`config.mk`:
```
export PLATFORM = sky130hd
export DESIGN_NAME = bcd_seq_adder
export DESIGN_NICKNAME = d
export VERILOG_FILES = /design/src/rtl/bcd_seq_adder_pkg.sv /design/src/rtl/bcd_digit_add.sv /design/src/rtl/bcd_seq_adder.sv
export SDC_FILE = /design/constraint.sdc
export NUM_CORES = 1
export LEC_CHECK = 0
export BUFFER_PORTS_ARGS = -buffer_cell sky130_fd_sc_hd__buf_4
export CAP_MARGIN = 20
export CORE_AREA = 2 2 70 85
export CTS_CLUSTER_DIAMETER = 150
export DETAILED_ROUTE_END_ITERATION = 8
export DIE_AREA = 0 0 72 87
export PLACE_DENSITY = 0.74
export REMOVE_ABC_BUFFERS = 1
export SLEW_MARGIN = 0
export SYNTH_ARGS = -nofsm -noshare
export SYNTH_HDL_FRONTEND = slang
export SYNTH_SLANG_ARGS = --single-unit
```
`constraint.sdc`:
```
create_clock -name clk -period 4.4 [get_ports clk]
set_input_delay 0.88 -clock clk [delete_from_list [all_inputs] [get_ports clk]]
set_output_delay 0.88 -clock clk [all_outputs]
set_load 0.05 [all_outputs]
```
`src/rtl/bcd_seq_adder_pkg.sv`:
```
`default_nettype none
// ============================================================================
// Module   : bcd_seq_adder_pkg
// Brief    : Shared FSM encoding and BCD constants for the sequential adder.
// Revision : 1.0 - initial release
// ============================================================================
package bcd_seq_adder_pkg;

    typedef enum logic [1:0] {
        ST_IDLE = 2'd0,
        ST_RUN  = 2'd1,
        ST_DONE = 2'd2
    } state_t;

    localparam logic [4:0] c_bcd_corr = 5'd6;
    localparam logic [4:0] c_bcd_max  = 5'd9;

    function automatic logic bcd_digit_invalid(input logic [3:0] digit);
        return ({1'b0, digit} > c_bcd_max);
    endfunction

endpackage : bcd_seq_adder_pkg
`default_nettype wire

```
`src/rtl/bcd_digit_add.sv`:
```
`default_nettype none
// ============================================================================
// Module   : bcd_digit_add
// Brief    : Combinational single-digit BCD add with decimal correction.
// Revision : 1.0 - initial release
// ============================================================================
module bcd_digit_add
    import bcd_seq_adder_pkg::*;
(
    input  logic [3:0] a,
    input  logic [3:0] b,
    input  logic       ci,
    output logic [3:0] s,
    output logic       co
);

    logic [4:0] w_raw;
    logic [4:0] w_corr;

    assign w_raw  = {1'b0, a} + {1'b0, b} + {4'b0000, ci};
    // The 5-bit wrap of the corrected value is harmless: only bits [3:0] are kept.
    assign w_corr = w_raw + c_bcd_corr;

    always_comb begin
        s  = w_raw[3:0];
        co = 1'b0;
        if (w_raw > c_bcd_max) begin
            s  = w_corr[3:0];
            co = 1'b1;
        end
    end

endmodule : bcd_digit_add
`default_nettype wire

```
`src/rtl/bcd_seq_adder.sv`:
```
`default_nettype none
// ============================================================================
// Module   : bcd_seq_adder
// Brief    : Digit-serial packed-BCD adder, one digit per cycle, LSD first.
// Revision : 1.0 - initial release
// ============================================================================
module bcd_seq_adder
    import bcd_seq_adder_pkg::*;
#(
    parameter int DIGITS = 4
) (
    input  logic                clk,
    input  logic                rst_n,
    input  logic                start,
    input  logic [4*DIGITS-1:0] a,
    input  logic [4*DIGITS-1:0] b,
    input  logic                cin,
    output logic                busy,
    output logic                done,
    output logic [4*DIGITS-1:0] sum,
    output logic                cout,
    output logic                err
);

    localparam int c_w     = 4 * DIGITS;
    localparam int c_idx_w = (DIGITS > 1) ? $clog2(DIGITS) : 1;
    localparam logic [c_idx_w-1:0] c_last_idx = c_idx_w'(DIGITS - 1);

    state_t             state_q, state_d;
    logic [c_w-1:0]     a_q, a_d;
    logic [c_w-1:0]     b_q, b_d;
    logic [c_w-1:0]     sum_q, sum_d;
    logic [c_idx_w-1:0] idx_q, idx_d;
    logic               carry_q, carry_d;
    logic               fin_q, fin_d;
    logic               cout_q, cout_d;
    logic               err_q, err_d;
    logic               busy_q, busy_d;
    logic               done_q, done_d;

    logic [3:0]         w_dig_a;
    logic [3:0]         w_dig_b;
    logic [3:0]         w_dig_s;
    logic               w_dig_co;
    logic               w_op_err;

    assign w_dig_a = a_q[idx_q*4 +: 4];
    assign w_dig_b = b_q[idx_q*4 +: 4];

    bcd_digit_add u_digit (
        .a  (w_dig_a),
        .b  (w_dig_b),
        .ci (carry_q),
        .s  (w_dig_s),
        .co (w_dig_co)
    );

    // Operand validity is judged on the values being latched this edge.
    always_comb begin
        w_op_err = 1'b0;
        for (int i = 0; i < DIGITS; i++) begin
            if (bcd_digit_invalid(a[i*4 +: 4]) || bcd_digit_invalid(b[i*4 +: 4])) begin
                w_op_err = 1'b1;
            end
        end
    end

    always_comb begin
        state_d = state_q;
        a_d     = a_q;
        b_d     = b_q;
        sum_d   = sum_q;
        idx_d   = idx_q;
        carry_d = carry_q;
        fin_d   = fin_q;
        cout_d  = cout_q;
        err_d   = err_q;

        case (state_q)
            ST_IDLE: begin
                if (start) begin
                    state_d = ST_RUN;
                    a_d     = a;
                    b_d     = b;
                    carry_d = cin;
                    idx_d   = '0;
                    sum_d   = '0;
                    fin_d   = 1'b0;
                    cout_d  = 1'b0;
                    err_d   = w_op_err;
                end
            end
            ST_RUN: begin
                // fin_q marks that the top digit is already written; the
                // following cycle hands over to DONE.
                if (fin_q) begin
                    state_d = ST_DONE;
                end else begin
                    sum_d[idx_q*4 +: 4] = w_dig_s;
                    carry_d             = w_dig_co;
                    if (idx_q == c_last_idx) begin
                        fin_d  = 1'b1;
                        cout_d = w_dig_co;
                    end else begin
                        idx_d = idx_q + 1'b1;
                    end
                end
            end
            ST_DONE: begin
                state_d = ST_IDLE;
            end
            default: begin
                state_d = ST_IDLE;
            end
        endcase

        busy_d = (state_d != ST_IDLE);
        done_d = (state_d == ST_DONE);
    end

    always_ff @(posedge clk or negedge rst_n) begin
        if (!rst_n) begin
            state_q <= ST_IDLE;
            a_q     <= '0;
            b_q     <= '0;
            sum_q   <= '0;
            idx_q   <= '0;
            carry_q <= 1'b0;
            fin_q   <= 1'b0;
            cout_q  <= 1'b0;
            err_q   <= 1'b0;
            busy_q  <= 1'b0;
            done_q  <= 1'b0;
        end else begin
            state_q <= state_d;
            a_q     <= a_d;
            b_q     <= b_d;
            sum_q   <= sum_d;
            idx_q   <= idx_d;
            carry_q <= carry_d;
            fin_q   <= fin_d;
            cout_q  <= cout_d;
            err_q   <= err_d;
            busy_q  <= busy_d;
            done_q  <= done_d;
        end
    end

    assign busy = busy_q;
    assign done = done_q;
    assign sum  = sum_q;
    assign cout = cout_q;
    assign err  = err_q;

endmodule : bcd_seq_adder
`default_nettype wire

```
==> results.cfg, run 1 <==
[setup_path]
regToRegStartpoint = idx_q[0]
timing.critical_path.slowest_stage_cell = sky130_fd_sc_hd__mux4_2
cp_cell_instances = mux4_2, fa_1, fa_1, xnor2_2, ha_1, nor2b_1, a31o_2, o31a_4, xnor2_4, o41ai_2
crit_path_max_fanout = 6
critical_path_class = reg2reg
r2r_slack_ps = 690
timing.critical_path.buf_inv = 0
cp.arrival_ps = 3940
rr_worst_depth = 10
timing.critical_path.slowest_cell_delay_ps = 570
capturing_element_type_of_the_critical_path = flip-flop
worst-endpoint-required_ps = 4640
crit_path_start_kind = flip-flop
cpLargestDelayFamily = adder cells
critical-path-top-cell-by-count = sky130_fd_sc_hd__fa_1
critical_path.reg2reg.endpoint = sum[1]

[hold_path]
hold_path_depth = 1
worst_hold_path.endpoint = b_q[7]
min_path_type = reg2reg
timing.hold.worst.start = b_q[7]

[die]
row_count = 30
starting_utilization_of_the_core_area = 0.5243
floorplan.die_area_um2 = 6264
ios = 56
floorplan.core_area_um2 = 5518
die_height_um = 87
die_width_um = 72

[global_routing]
grt_antenna_before_repair = 0
grt_remaining_overflow = 0
grtUsageTotal = 0.2158
first_global_vias = 2146
grt_max_degree = 59
grt_first_pass_wirelength_mm = 10.10

[outcome]
outcome = completed

[synthesis]
edff_count_synth = 0
syn_inst = 227
ys_types = 45
avgSynthCellArea_um2 = 12.74
synthFlopType = sky130_fd_sc_hd__dfrtp_1
synth-seq-cells = 58
syn-cell-area_um2 = 2893
number_of_warning_messages_in_the_yosys_log = 0
yosysSeqAreaShare = 0.5017
synth_async_sr_flop_share = 1.000

[cts]
clkLatencyLatePin_ps = 340
post_cts.repair.setup_buffers = 0
ctsHtreeMaxLevel = 3
tritoncts = yes
root_buffer = sky130_fd_sc_hd__clkbuf_8
cts_resized = 0
hold_buffers = 0
cts_inserted_buffers = 9
clock_path_buffers = 2
path_clk_slew_ps = 70
cts_sinks = 58

[layout]
drive_gt1_frac = 0.3368
mostFrequentLayoutCells = sky130_fd_sc_hd__dfrtp_1 (58), sky130_fd_sc_hd__buf_4 (57), sky130_fd_sc_hd__mux2_1 (28), sky130_fd_sc_hd__nand2_1 (15), sky130_fd_sc_hd__o21ai_0 (14)
fin_nets = 334
final.fill_count = 457
syn_to_final_growth_pct = 22.02
most_common_library_cell_in_the_layout_ignoring_fill_and_taps = sky130_fd_sc_hd__dfrtp_1
antenna_cells_inserted = 0

[sta]
slew_headroom = 0.5203
rsz0062_at_grt = false
drv_slew = 0
final.setup.tns_ps = 0
finalHoldViolations = 0
timing.clock.skew_ps = 10.87
layout_min_cycle_time_ps = 3709
fmax_ghz = 0.2696
min_period_over_period = 0.8429
timing.final.setup_violations = 0
tightest_slew_ps = 719.6

[route]
remaining_design_rule_violation_count = 0
route.antenna.remaining_nets = 0
vias = 2054
viasPerCell = 5.786
detailedRoute.firstIterationViolations = 168
wirelength_mm = 6.044
routedWlPerCell_um = 17.03
number_of_iterations_in_the_first_detailed_routing_pass = 4

[placed_design]
detailed_place_hpwl_mm = 4.548
routabilityCongestion = 0.8140
port-buffer-count = 55

[run]
timing.max_cap.violations = 0
## kinds of logic after synthesis
kind of cell    Yosys count  synth area share
xor+xnor                  2           0.01514
compound gates           50            0.1285
simple gates             51           0.09343
fa+ha+maj                10           0.04844
flops                    58            0.5017
mux                      41            0.1916
buf+inv                  15           0.02119
## sequential cells by signal, summed over array words and instances (netlist names)
register and cells:
state_q 2, busy 1, idx_q 2, cout 1
carry_q 1, err 1, sum 16, done 1
b_q 16, a_q 16, fin_q 1
## worst max path at each step
stage | start | endpoint | slack (ps) | cells past startpoint
2_1_floorplan | idx_q[0] | sum[1] | 720 | 10
3_3_place_gp | idx_q[0] | sum[1] | 800 | 10
3_5_place_dp | idx_q[0] | sum[1] | 690 | 10
4_1_cts | idx_q[0] | sum[1] | 680 | 10
5_1_grt | idx_q[0] | sum[1] | 480 | 10
6_report | idx_q[0] | sum[1] | 690 | 10
## routing by layer
layer  track usage  vias to the layer above  wire, um
li1              -                      962         -
met1        0.2573                     1013      2470
met2        0.3468                       61      3074
met3       0.05556                       18       270
met4        0.1372                        0       229
met5             0                        -         0
## cell usage after synthesis (2+ instances only)
master / count / share of area
sky130_fd_sc_hd__a21o_1: 3 / 0.0078
sky130_fd_sc_hd__nor2_1: 8 / 0.010
sky130_fd_sc_hd__inv_2: 2 / 0.0026
sky130_fd_sc_hd__ha_1: 8 / 0.035
sky130_fd_sc_hd__clkbuf_1: 3 / 0.0039
sky130_fd_sc_hd__mux4_2: 8 / 0.062
sky130_fd_sc_hd__o21ai_0: 14 / 0.024
sky130_fd_sc_hd__nor2b_1: 2 / 0.0043
sky130_fd_sc_hd__nand2_1: 15 / 0.019
sky130_fd_sc_hd__nand3_1: 2 / 0.0035
sky130_fd_sc_hd__dfrtp_1: 58 / 0.50
sky130_fd_sc_hd__nor4_1: 2 / 0.0043
sky130_fd_sc_hd__a21oi_1: 7 / 0.012
sky130_fd_sc_hd__nand2b_1: 6 / 0.013
sky130_fd_sc_hd__nor3_1: 3 / 0.0052
sky130_fd_sc_hd__a22o_1: 12 / 0.036
sky130_fd_sc_hd__nand4_1: 2 / 0.0043
sky130_fd_sc_hd__fa_1: 2 / 0.014
sky130_fd_sc_hd__mux2_2: 4 / 0.016
sky130_fd_sc_hd__buf_2: 4 / 0.0069
sky130_fd_sc_hd__o21ai_1: 4 / 0.0069
sky130_fd_sc_hd__mux2_1: 28 / 0.11
sky130_fd_sc_hd__and3_1: 3 / 0.0065
sky130_fd_sc_hd__inv_1: 6 / 0.0078
## layout make-up
class | instances | area, um2 | area share
Clock inverter | 4 | 20.02 | 0.005672
Multi-Input combinational cell | 154 | 1383 | 0.3917
Tap cell | 64 | 80.08 | 0.02269
Clock buffer | 10 | 137.6 | 0.03899
Inverter | 8 | 30.03 | 0.008508
Sequential cell | 58 | 1451 | 0.4112
Timing Repair Buffer | 57 | 427.9 | 0.1212
## stage by stage
step,hold slack (ps),instance area (um2),instances,utilization,worst slack (ps)
6_report,479.3,3530,355,0.6397,691.1
5_1_grt,511.3,3530,355,0.6397,478.7
4_1_cts,487.0,3530,355,0.6397,677.8
3_5_place_dp,474.4,3372,341,0.6111,692.4
3_3_place_gp,463.2,3372,341,0.6111,798.4
2_1_floorplan,452.5,2861,220,-,716.3
Power of run 1 is left out: the tool's default activity adds up to more than one toggle a clock period on the data nets, which glitch-free logic cannot reach.
==> run 2, diff against run 1 <==
--- a/config.mk
+++ b/config.mk
@@ -7,11 +7,11 @@
 export LEC_CHECK = 0
 export BUFFER_PORTS_ARGS = -buffer_cell sky130_fd_sc_hd__buf_4
 export CAP_MARGIN = 20
-export CORE_AREA = 2 2 70 85
+export CORE_AREA = 2 2 73 89
 export CTS_CLUSTER_DIAMETER = 150
 export DETAILED_ROUTE_END_ITERATION = 8
-export DIE_AREA = 0 0 72 87
-export PLACE_DENSITY = 0.74
+export DIE_AREA = 0 0 75 91
+export PLACE_DENSITY = 0.71
 export REMOVE_ABC_BUFFERS = 1
 export SLEW_MARGIN = 0
 export SYNTH_ARGS = -nofsm -noshare
==> constraint.sdc (replaced) <==
create_clock -name clk -period 3.32 [get_ports clk]
set_input_delay 0.664 -clock clk [delete_from_list [all_inputs] [get_ports clk]]
set_output_delay 0.664 -clock clk [all_outputs]
set_load 0.05 [all_outputs]
==> results.cfg, run 2 (synthesis results as in run 1) <==
[outcome]
outcome = completed

[layout]
mostFrequentLayoutCells = sky130_fd_sc_hd__buf_4 (64), sky130_fd_sc_hd__dfrtp_1 (57), sky130_fd_sc_hd__mux2_1 (28), sky130_fd_sc_hd__nand2_1 (15), sky130_fd_sc_hd__o21ai_0 (14)
fin_nets = 342
final.fill_count = 502
antenna_cells_inserted = 0
syn_to_final_growth_pct = 25.87
most_common_library_cell_in_the_layout_ignoring_fill_and_taps = sky130_fd_sc_hd__buf_4
drive_gt1_frac = 0.3667

[cts]
path_clk_slew_ps = 60
tritoncts = yes
cts_inserted_buffers = 9
clock_path_buffers = 2
clkLatencyLatePin_ps = 330
cts_sinks = 58
root_buffer = sky130_fd_sc_hd__clkbuf_8
ctsHtreeMaxLevel = 3

[setup_path]
cp_cell_instances = mux4_2, fa_2, fa_2, inv_2, ha_1, nor2b_1, a31o_2, o31a_4, xnor2_4, o41ai_2
crit_path_max_fanout = 4
critical-path-top-cell-by-count = sky130_fd_sc_hd__fa_2
cp.arrival_ps = 3430
rr_worst_depth = 10
crit_path_start_kind = flip-flop
timing.critical_path.slowest_cell_delay_ps = 540
capturing_element_type_of_the_critical_path = flip-flop
critical_path_class = reg2reg
cpLargestDelayFamily = adder cells
worst-endpoint-required_ps = 3540
timing.critical_path.slowest_stage_cell = sky130_fd_sc_hd__fa_2
cp.depth = 10
timing.critical_path.buf_inv = 1

[placed_design]
detailed_place_hpwl_mm = 4.593
routabilityCongestion = 0.8214
port-buffer-count = 55

[route]
number_of_iterations_in_the_first_detailed_routing_pass = 5
vias = 2079
wirelength_mm = 6.020
route.antenna.remaining_nets = 0
detailedRoute.firstIterationViolations = 102
viasPerCell = 5.442
routedWlPerCell_um = 15.76
remaining_design_rule_violation_count = 0

[sta]
finalHoldViolations = 0
layout_min_cycle_time_ps = 3209
timing.clock.skew_ps = 7.075
min_period_over_period = 0.9666
holdWs_ps = 380.5
slew_headroom = 0.5279
fmax_ghz = 0.3116
tightest_slew_ps = 708.2
timing.final.setup_violations = 0
drv_slew = 0

[die]
die_width_um = 75
floorplan.die_area_um2 = 6825
die_height_um = 91
floorplan.core_area_um2 = 5934
starting_utilization_of_the_core_area = 0.4875
row_count = 31
ios = 56

[global_routing]
grt_first_pass_wirelength_mm = 10.07
first_global_vias = 2130
grt_remaining_overflow = 0
grt_max_degree = 59
grt_antenna_before_repair = 0
grtUsageTotal = 0.1965

[hold_path]
min_path_type = in2async

[run]
timing.max_cap.violations = 0
==> run 2: changes by cell type in the layout (fill, tap and decap cells not counted) <==
cell | previous run | this run
sky130_fd_sc_hd__buf_4 | 57 | 64
sky130_fd_sc_hd__fa_1 | 2 | 0
sky130_fd_sc_hd__dfrtp_2 | 0 | 1
sky130_fd_sc_hd__a2bb2oi_2 | 0 | 1
sky130_fd_sc_hd__buf_6 | 0 | 1
sky130_fd_sc_hd__a2bb2oi_1 | 1 | 0
sky130_fd_sc_hd__clkbuf_1 | 0 | 1
sky130_fd_sc_hd__dfrtp_1 | 58 | 57
sky130_fd_sc_hd__clkinv_2 | 4 | 3
sky130_fd_sc_hd__fa_2 | 0 | 2
sky130_fd_sc_hd__clkbuf_8 | 10 | 11
==> run 2: metal layers <==
metal  vias to the layer above  part of all wire  global-route usage
li1                        970                 -                   -
met1                      1039              0.40              0.2308
met2                        58              0.54              0.3297
met3                        12             0.047             0.05993
met4                         0             0.017             0.07292
met5                         -                 0                   0
==> run 2: final cells by class <==
class / instances / area (um2) / share of cell area
clock inverter: 3 / 15.01 / 0.004124
tap: 82 / 102.6 / 0.02818
sequential: 58 / 1453 / 0.3990
clock buffer: 12 / 155.1 / 0.04261
timing repair buffer: 65 / 491.7 / 0.1351
inverter: 8 / 30.03 / 0.008247
multi-input combinational: 154 / 1394 / 0.3828
==> run 2: worst paths after layout <==
check	end	start	slack, ps
max in group asynchronous	idx_q[0]	rst_n	2420
min in group clk	b_q[12]	b_q[12]	480
min	cout	rst_n	380
max reg2reg	sum[1]	idx_q[0]	110
max	sum[1]	idx_q[0]	110
min reg2reg	b_q[12]	b_q[12]	480
==> run 2: worst register-to-register path, delay by kind of cell (launching register included) <==
| kind | cells | cell delay [ps] |
|---|---|---|
| and+or+nand+nor | 1 | 130 |
| xor gates and xnor gates | 1 | 150 |
| DFF | 1 | 400 |
| muxes | 1 | 530 |
| adders and majority gates | 3 | 1100 |
| buffers and inverters | 1 | 40 |
| AOI/OAI and AO/OA | 3 | 780 |
==> run 2: what timing repair did <==
action                                  in CTS  in global routing
hold buffers                                 0                  0
buffers inserted                             0                  1
pin swaps                                    0                  2
endpoints found under the setup margin       3                  6
resized for setup                            2                  3
==> run 2: through the flow <==
step	TNS [ps]	util	worst slack (ps)	instances	instance area, um2
after floorplan	-1536	-	-363.7	220	2861
after global placement	-12.97	0.5809	-12.97	366	3447
after detailed placement	-98.93	0.5809	-84.88	366	3447
after CTS	0	0.6104	5.941	381	3622
after global routing	-6.424	0.6135	-6.424	382	3641
final	0	0.6135	110.7	382	3641
Power of run 2 is left out for the same reason.
